**src/rtl/fetch_sequencer.sv**
```systemverilog
// Instruction-fetch controller: owns the 8-bit PC, fetches over req/ack,
// issues over valid/ready and resolves jumps and zero-flag branches.
module fetch_sequencer #(
  parameter logic [7:0] RESET_PC = 8'h00,
  parameter logic [7:0] HALT_OP  = 8'hFF
) (
  input  logic       clk,
  input  logic       rst_n,
  input  logic       start,
  output logic       imem_req,
  output logic [7:0] imem_addr,
  input  logic       imem_ack,
  input  logic [7:0] imem_rdata,
  output logic       instr_valid,
  output logic [7:0] instr,
  input  logic       instr_ready,
  input  logic       zero_flag,
  output logic [7:0] pc,
  output logic [7:0] pc_control,
  output logic [7:0] jump_offset,
  output logic       halted,
  output logic [1:0] dbg_state
);

  // Handshakes: a transfer happens on the rising edge where the producer's
  // request/valid and the consumer's ack/ready are both high.
  typedef enum logic [1:0] {
    S_IDLE   = 2'd0,
    S_FETCH  = 2'd1,
    S_ISSUE  = 2'd2,
    S_HALTED = 2'd3
  } state_e;

  state_e     state_q, state_d;
  logic [7:0] pc_q, pc_d;
  logic [7:0] instr_q, instr_d;
  logic       is_halt;
  logic       is_jump;
  logic       is_branch;
  logic       taken;

  always_ff @(posedge clk or negedge rst_n) begin
    if (!rst_n) begin
      state_q <= S_IDLE;
      pc_q    <= RESET_PC;
      instr_q <= 8'h00;
    end else begin
      state_q <= state_d;
      pc_q    <= pc_d;
      instr_q <= instr_d;
    end
  end

  // HALT_OP sits in the branch encoding space but must never redirect.
  always_comb begin
    is_halt   = (instr_q == HALT_OP);
    is_jump   = (instr_q[7:6] == 2'b10);
    is_branch = (instr_q[7:6] == 2'b11) && !is_halt;
    taken     = is_jump || (is_branch && zero_flag);
  end

  assign pc_control  = taken ? 8'hFF : 8'h00;
  assign jump_offset = {{2{instr_q[5]}}, instr_q[5:0]};

  always_comb begin
    state_d = state_q;
    pc_d    = pc_q;
    instr_d = instr_q;
    case (state_q)
      S_IDLE: begin
        if (start) state_d = S_FETCH;
      end
      S_FETCH: begin
        if (imem_ack) begin
          instr_d = imem_rdata;
          state_d = S_ISSUE;
        end
      end
      S_ISSUE: begin
        if (instr_ready) begin
          if (is_halt) begin
            state_d = S_HALTED;
          end else begin
            pc_d    = pc_q + 8'd1 + (pc_control & jump_offset);
            state_d = S_FETCH;
          end
        end
      end
      S_HALTED: begin
        state_d = S_HALTED;
      end
      default: begin
        state_d = S_IDLE;
      end
    endcase
  end

  assign imem_req    = (state_q == S_FETCH);
  assign imem_addr   = pc_q;
  assign instr_valid = (state_q == S_ISSUE);
  assign instr       = instr_q;
  assign pc          = pc_q;
  assign halted      = (state_q == S_HALTED);
  assign dbg_state   = state_q;

endmodule

```
**config.mk**
```make
export PLATFORM = sky130hd
export DESIGN_NAME = fetch_sequencer
export DESIGN_NICKNAME = d
export VERILOG_FILES = /design/src/rtl/fetch_sequencer.sv
export SDC_FILE = /design/constraint.sdc
export NUM_CORES = 1
export LEC_CHECK = 0
export ABC_AREA = 0
export BUFFER_PORTS_ARGS = -buffer_cell sky130_fd_sc_hd__buf_2
export CAP_MARGIN = 30
export CORE_UTILIZATION = 44
export CTS_BUF_LIST = sky130_fd_sc_hd__clkbuf_2
export DETAILED_ROUTE_END_ITERATION = 16
export PLACE_DENSITY = 0.79
export RECOVER_POWER = 25
export SYNTH_ARGS = -nofsm -noshare
export SYNTH_HDL_FRONTEND = slang
export SYNTH_SLANG_ARGS = --single-unit
```
**constraint.sdc**
```tcl
create_clock -name clk -period 2.65 [get_ports clk]
set_clock_uncertainty 0.05 [all_clocks]
set_input_delay 0 -clock clk [delete_from_list [all_inputs] [get_ports clk]]
set_output_delay 0 -clock clk [all_outputs]
set_load 0.03 [all_outputs]
```
======== Word level (Yosys, flattened, before mapping) ========
Cells that the tools add are included.
storage, ports and cells
  register bits ........................... 18
  latch bits .............................. 0
  bits in writable memories ............... 0
  bits in read-only memories .............. 0
  output and inout port bits .............. 45
  word-level logic and storage cells ...... 30
  memories ................................ 0
cells by class
  $add $sub $neg .......................... 2
  multiply operators ...................... 0
  div/mod/pow operators ................... 0
  order comparisons ....................... 0
  equal/unequal tests ..................... 9
  shifts and indexed selects .............. 0
  muxes and demuxes ....................... 6
  bitwise gates (word level) .............. 2
  reductions and logical operators ........ 8
operators with widths
  cell                   count
  $add A8 B1 Y8 const B  1
  $add A8 B8 Y8          1
  $and A8 B8 Y8          1
  $eq A2 B2 Y1 const B   4
  $eq A8 B8 Y1 const B   1
  $mux W2                4
  $mux W8                1
  $pmux W2 S4            1
  $reduce_and A3 Y1      2
  $ne A2 B1 Y1 const B   2
  $eq A2 B1 Y1 const B   1
  $logic_and A1 B1 Y1    2
  $logic_not A2 Y1       1
  $ne A2 B2 Y1 const B   1
  $reduce_and A2 Y1      1
  $logic_not A1 Y1       1
  $logic_or A1 B1 Y1     1
  $not A1 Y1             1

======== Depth between registers and ports, before layout ========
  depth after elaboration ................. 8
  gate-level depth with buffers ........... 12
  depth with buffers taken out ............ 12

======== Worst setup path after synthesis ========
Ideal clock, no wire load.
  path kind ............................... register to register
  start ................................... register instr_q[4] (netlist: instr[4])
  end ..................................... register pc_q[7] (netlist: imem_addr[7])
  setup time .............................. 134 ps
  arrival time ............................ 2686 ps
  required time ........................... 2466 ps
  path slack .............................. -219 ps
  stages on the path, launching flop included .. 12
  period minus slack after synthesis ...... 2869 ps
  cells stage by stage .................... dfrtp_1 and4_4 nand3_1 nand2_1 a21boi_1 and2_1 ha_1 o211ai_1 a21oi_1 o41ai_2 mux2i_1 xnor2_1
on the way
  cells in the longest elaborated chain, start to end .. 8
  elaborated cells on any way between the ends .. 10
  those cells by class .................... 1 x add/sub; 1 x eq/ne; 1 x mux; 2 x bitwise; 5 x reduce/logical
ends and longest elaborated chain
  what                    RTL line  text
  start, declared         36        logic [7:0] instr_q, instr_d;
  start signal, assigned  50        instr_q <= instr_d;
  $eq A8 B8 Y1            56        is_halt = (instr_q == HALT_OP);
  $logic_not A1 Y1        58        is_branch = (instr_q[7:6] == 2'b11) && !is_halt;
  $logic_and A1 B1 Y1     58
  $logic_and A1 B1 Y1     59        taken = is_jump || (is_branch && zero_flag);
  $logic_or A1 B1 Y1      59
  named net taken         40        logic taken;
  $mux W8                 62        assign pc_control = taken ? 8'hFF : 8'h00;
  $and A8 B8 Y8           84        pc_d = pc_q + 8'd1 + (pc_control & jump_offset);
  $add A8 B8 Y8           84
  end signal, assigned    49        pc_q <= pc_d;
  end, declared           35        logic [7:0] pc_q, pc_d;
The timed path passes the listed nets, and every way through them passes these cells.
A chain may end at the register's enable or synchronous reset.

======== Final worst setup path ========
  start ................................... register instr_q[3] (netlist: instr[3])
  end ..................................... register pc_q[6] (netlist: imem_addr[6])
on the way
  cells in the longest elaborated chain, start to end .. 8
  elaborated cells on any way between the ends .. 10
  those cells by class .................... 1 x add/sub; 1 x eq/ne; 1 x mux; 2 x bitwise; 5 x reduce/logical
ends and longest elaborated chain
  what                 RTL line
  $eq A8 B8 Y1         56
  $logic_not A1 Y1     58
  $logic_and A1 B1 Y1  58
  $logic_and A1 B1 Y1  59
  $logic_or A1 B1 Y1   59
  $mux W8              62
  $and A8 B8 Y8        84
  $add A8 B8 Y8        84
Several ways; a longest one is shown, not always the timed one.

==> summary.txt <==
Floorplan
  – Num rows: 19
  – Die Ht: 56.1 um
  – Initial core utilization: 0.467
  – Die width: around 56 um
  – IO Count: just under 60
  – Die ar.: 0.00315 mm^2
  – Core ar.: 0.00276 mm^2

Clocking
  – Maximum clock path buffer count: 2
  – Clock Pin Slew Worst Setup and Hold Paths: approximately 0.18 ns
  – Clock Latency Late Sink: roughly 0.3 ns
  – H-tree depth: 1
  – CTS tree: built
  – Total CTS buffers: 3
  – TritonCTS Sinks: 18
  – Clock root buffer: clkbuf_2

Synth
  – Syn avg cell area: 9.69 um^2
  – Yosys reg bits: 18
  – Primary FF master, synth: dfrtp_1
  – Yosys top cell area share: 0.350
  – Seq/Total Area, Yosys: 0.350
  – Syn Nets: 155
  – Mapped Cells: around 130
  – Library cells used by synthesis: 35
  – Post-Syn Area: ~0.0013 mm^2
  – EDFF count, synth: 0
  – Post-synth top area cell: dfrtp_1
  – Commonest cells in the netlist: buf_4 (24), dfrtp_1 (18), nand2_1 (14)
  – Yosys warning total: 0
  – Async SR Flop Fraction: 1.00
  – Count leader, synth: buf_4
  – Area contributors post-synth: dfrtp_1 (35%), buf_4 (14%), mux2_2 (7.0%)

Worst setup path
  – Crit Path Category: flop to flop
  – Maximum fanout along the worst path: 5
  – CP Capture Type: flop
  – Critical path data arrival time: about 2.7 ns
  – CP required: 2.81 ns
  – Startpoint types: flop

Drt
  – Pre-antenna DRT Iters: 3
  – Via count: 1104
  – Vias/cell: 5.09
  – ANT nets after route: 0
  – Routed WL per cell: 13.3 um
  – Final Routed Wirelength: 2890 um
  – Residual DRC: 0
  – 1st-iter DRT viols: 10

Timing
  – Tightest Pin Transition: 0.981 ns
  – Tcrit/Tclk final: 0.957
  – Max Slew Vio Count: 0
  – Relative slew slack: 0.346
  – Final hold viol count: 0
  – RSZ-0062 raised after global routing: true
  – Final min period: about 2.5 ns
  – Fmax: ~0.4 GHz
  – Final Hold Slack: between 0.15 and 0.2 ns
  – Setup Viol. Count Final: 0

Layout
  – Antenna Cells: 0
  – Area occupied by multi-input gates: ~680 um^2
  – Layout cells sized above 1: 0.468
  – Final instance area: 0.00164 mm^2
  – Area growth syn-to-layout: 27.6%
  – Storage element area: 455 um^2
  – Layout Nets: approximately 210
  – Filler cells: 239

Global route
  – Overflow after GRT: 0
  – Global-route wire length before repair: between 4000 and 5000 um
  – Vias in the first global route: 1079
  – Total GRT Usage: 0.187
  – Grt peak-use layer: met2
  – Antenna violations before repair: 0
  – Global Route met3 Usage: 0.0233
  – Largest net degree at the start of global routing: 19
  – Met1 GRT Util: 0.225
  – GR Util met2: 0.347

Outcome
  – Outcome: finished clean

Placed design
  – Gpl congestion: about 0.79
  – Placed cell area: 0.00146 mm^2
  – Detail Placement HPWL: about 2200 um
  – I/O Buffers: 58

Worst hold path
  – Worst Hold Class: primary input to flop

Run
  – Maxcap violations: 0
[path summary, 6_finish.rpt]
path	start	endpoint	slack, ns	cells past startpoint
min in group asynchronous	rst_n	imem_addr[3]	0.29	2
max in group asynchronous	rst_n	instr[4]	1.61	2
max	instr[3]	imem_addr[6]	0.11	11
max reg2reg	instr[3]	imem_addr[6]	0.11	11
min reg2reg	imem_addr[7]	imem_addr[7]	0.46	1
min	zero_flag	imem_addr[0]	0.17	6
[state kept, by name, indices dropped and copies added, names as in the netlist]
| register | cells |
|---|---|
| imem_addr | 8 |
| dbg_state | 2 |
| instr | 8 |
[metal layers]
layer / wire length, um / vias to the layer above
met5: 0 / -
met4: 16 / 0
met2: 1580 / 39
li1: - / 545
met3: 140 / 4
met1: 1160 / 516
[final cells by class]
class / instances / area share
clock buffer: 4 / 0.0122
timing repair buffer: 74 / 0.266
inverter: 3 / 0.00685
multi-input combinational: 87 / 0.415
tap: 31 / 0.0236
sequential: 18 / 0.277
[worst max-delay path, cell delays in order (launching register included)]
cell and delay (ns):
dfrtp_2 0.47, and4_4 0.20, nand3_1 0.09, nand2_2 0.07
a21boi_4 0.17, and2_1 0.20, ha_4 0.22, nor2b_2 0.16
o31a_1 0.26, o21a_1 0.20, o21a_1 0.18, o31ai_2 0.17
[per-stage QoR]
step                      utilization  TNS, ns  setup WS (ns)  instances
after floorplan                     -        0         0.0734        133
after global placement          0.531        0          0.163        199
after detailed placement        0.531        0         0.0698        199
after CTS                       0.582        0         0.0116        215
after global routing            0.596  -0.0183        -0.0183        217
final                           0.596        0          0.113        217
[kinds of logic (layout without fill, tap and decap cells)]
logic type,Yosys count,in the layout,synth area share
flops,18,18,0.350
xor+xnor,4,4,0.0272
simple gates,39,39,0.156
compound gates,27,27,0.153
mux,9,9,0.0777
buf+inv,28,81,0.152
fa+ha+maj,8,8,0.0835
[cells in the final DEF (no fill, tap or decap), types with 2 or more instances in the layout]
master         count
and2_1             5
dlygate4sd3_1     12
ha_1               6
clkbuf_1           3
clkbuf_2           4
nor2b_1            3
nand2b_1           3
dfrtp_2            4
dfrtp_1           14
inv_1              3
nand2_1           13
a21o_1             2
nand3_1            2
nand4_1            2
buf_4              4
o21a_1             3
buf_2             55
xor2_1             3
o21ai_0           11
nor2_1             4
mux2_2             8
[timing repair]
action | 4_1_cts | 5_1_grt
gates resized for setup | 0 | 6
hold buffers | 12 | 0
setup buffers | 0 | 2
hold endpoints to repair | 28 | 0
endpoints found under the setup margin | 0 | 2
Power is not shown: default switching activity piles up to over one toggle a cycle in this logic, so the estimate is an artifact.
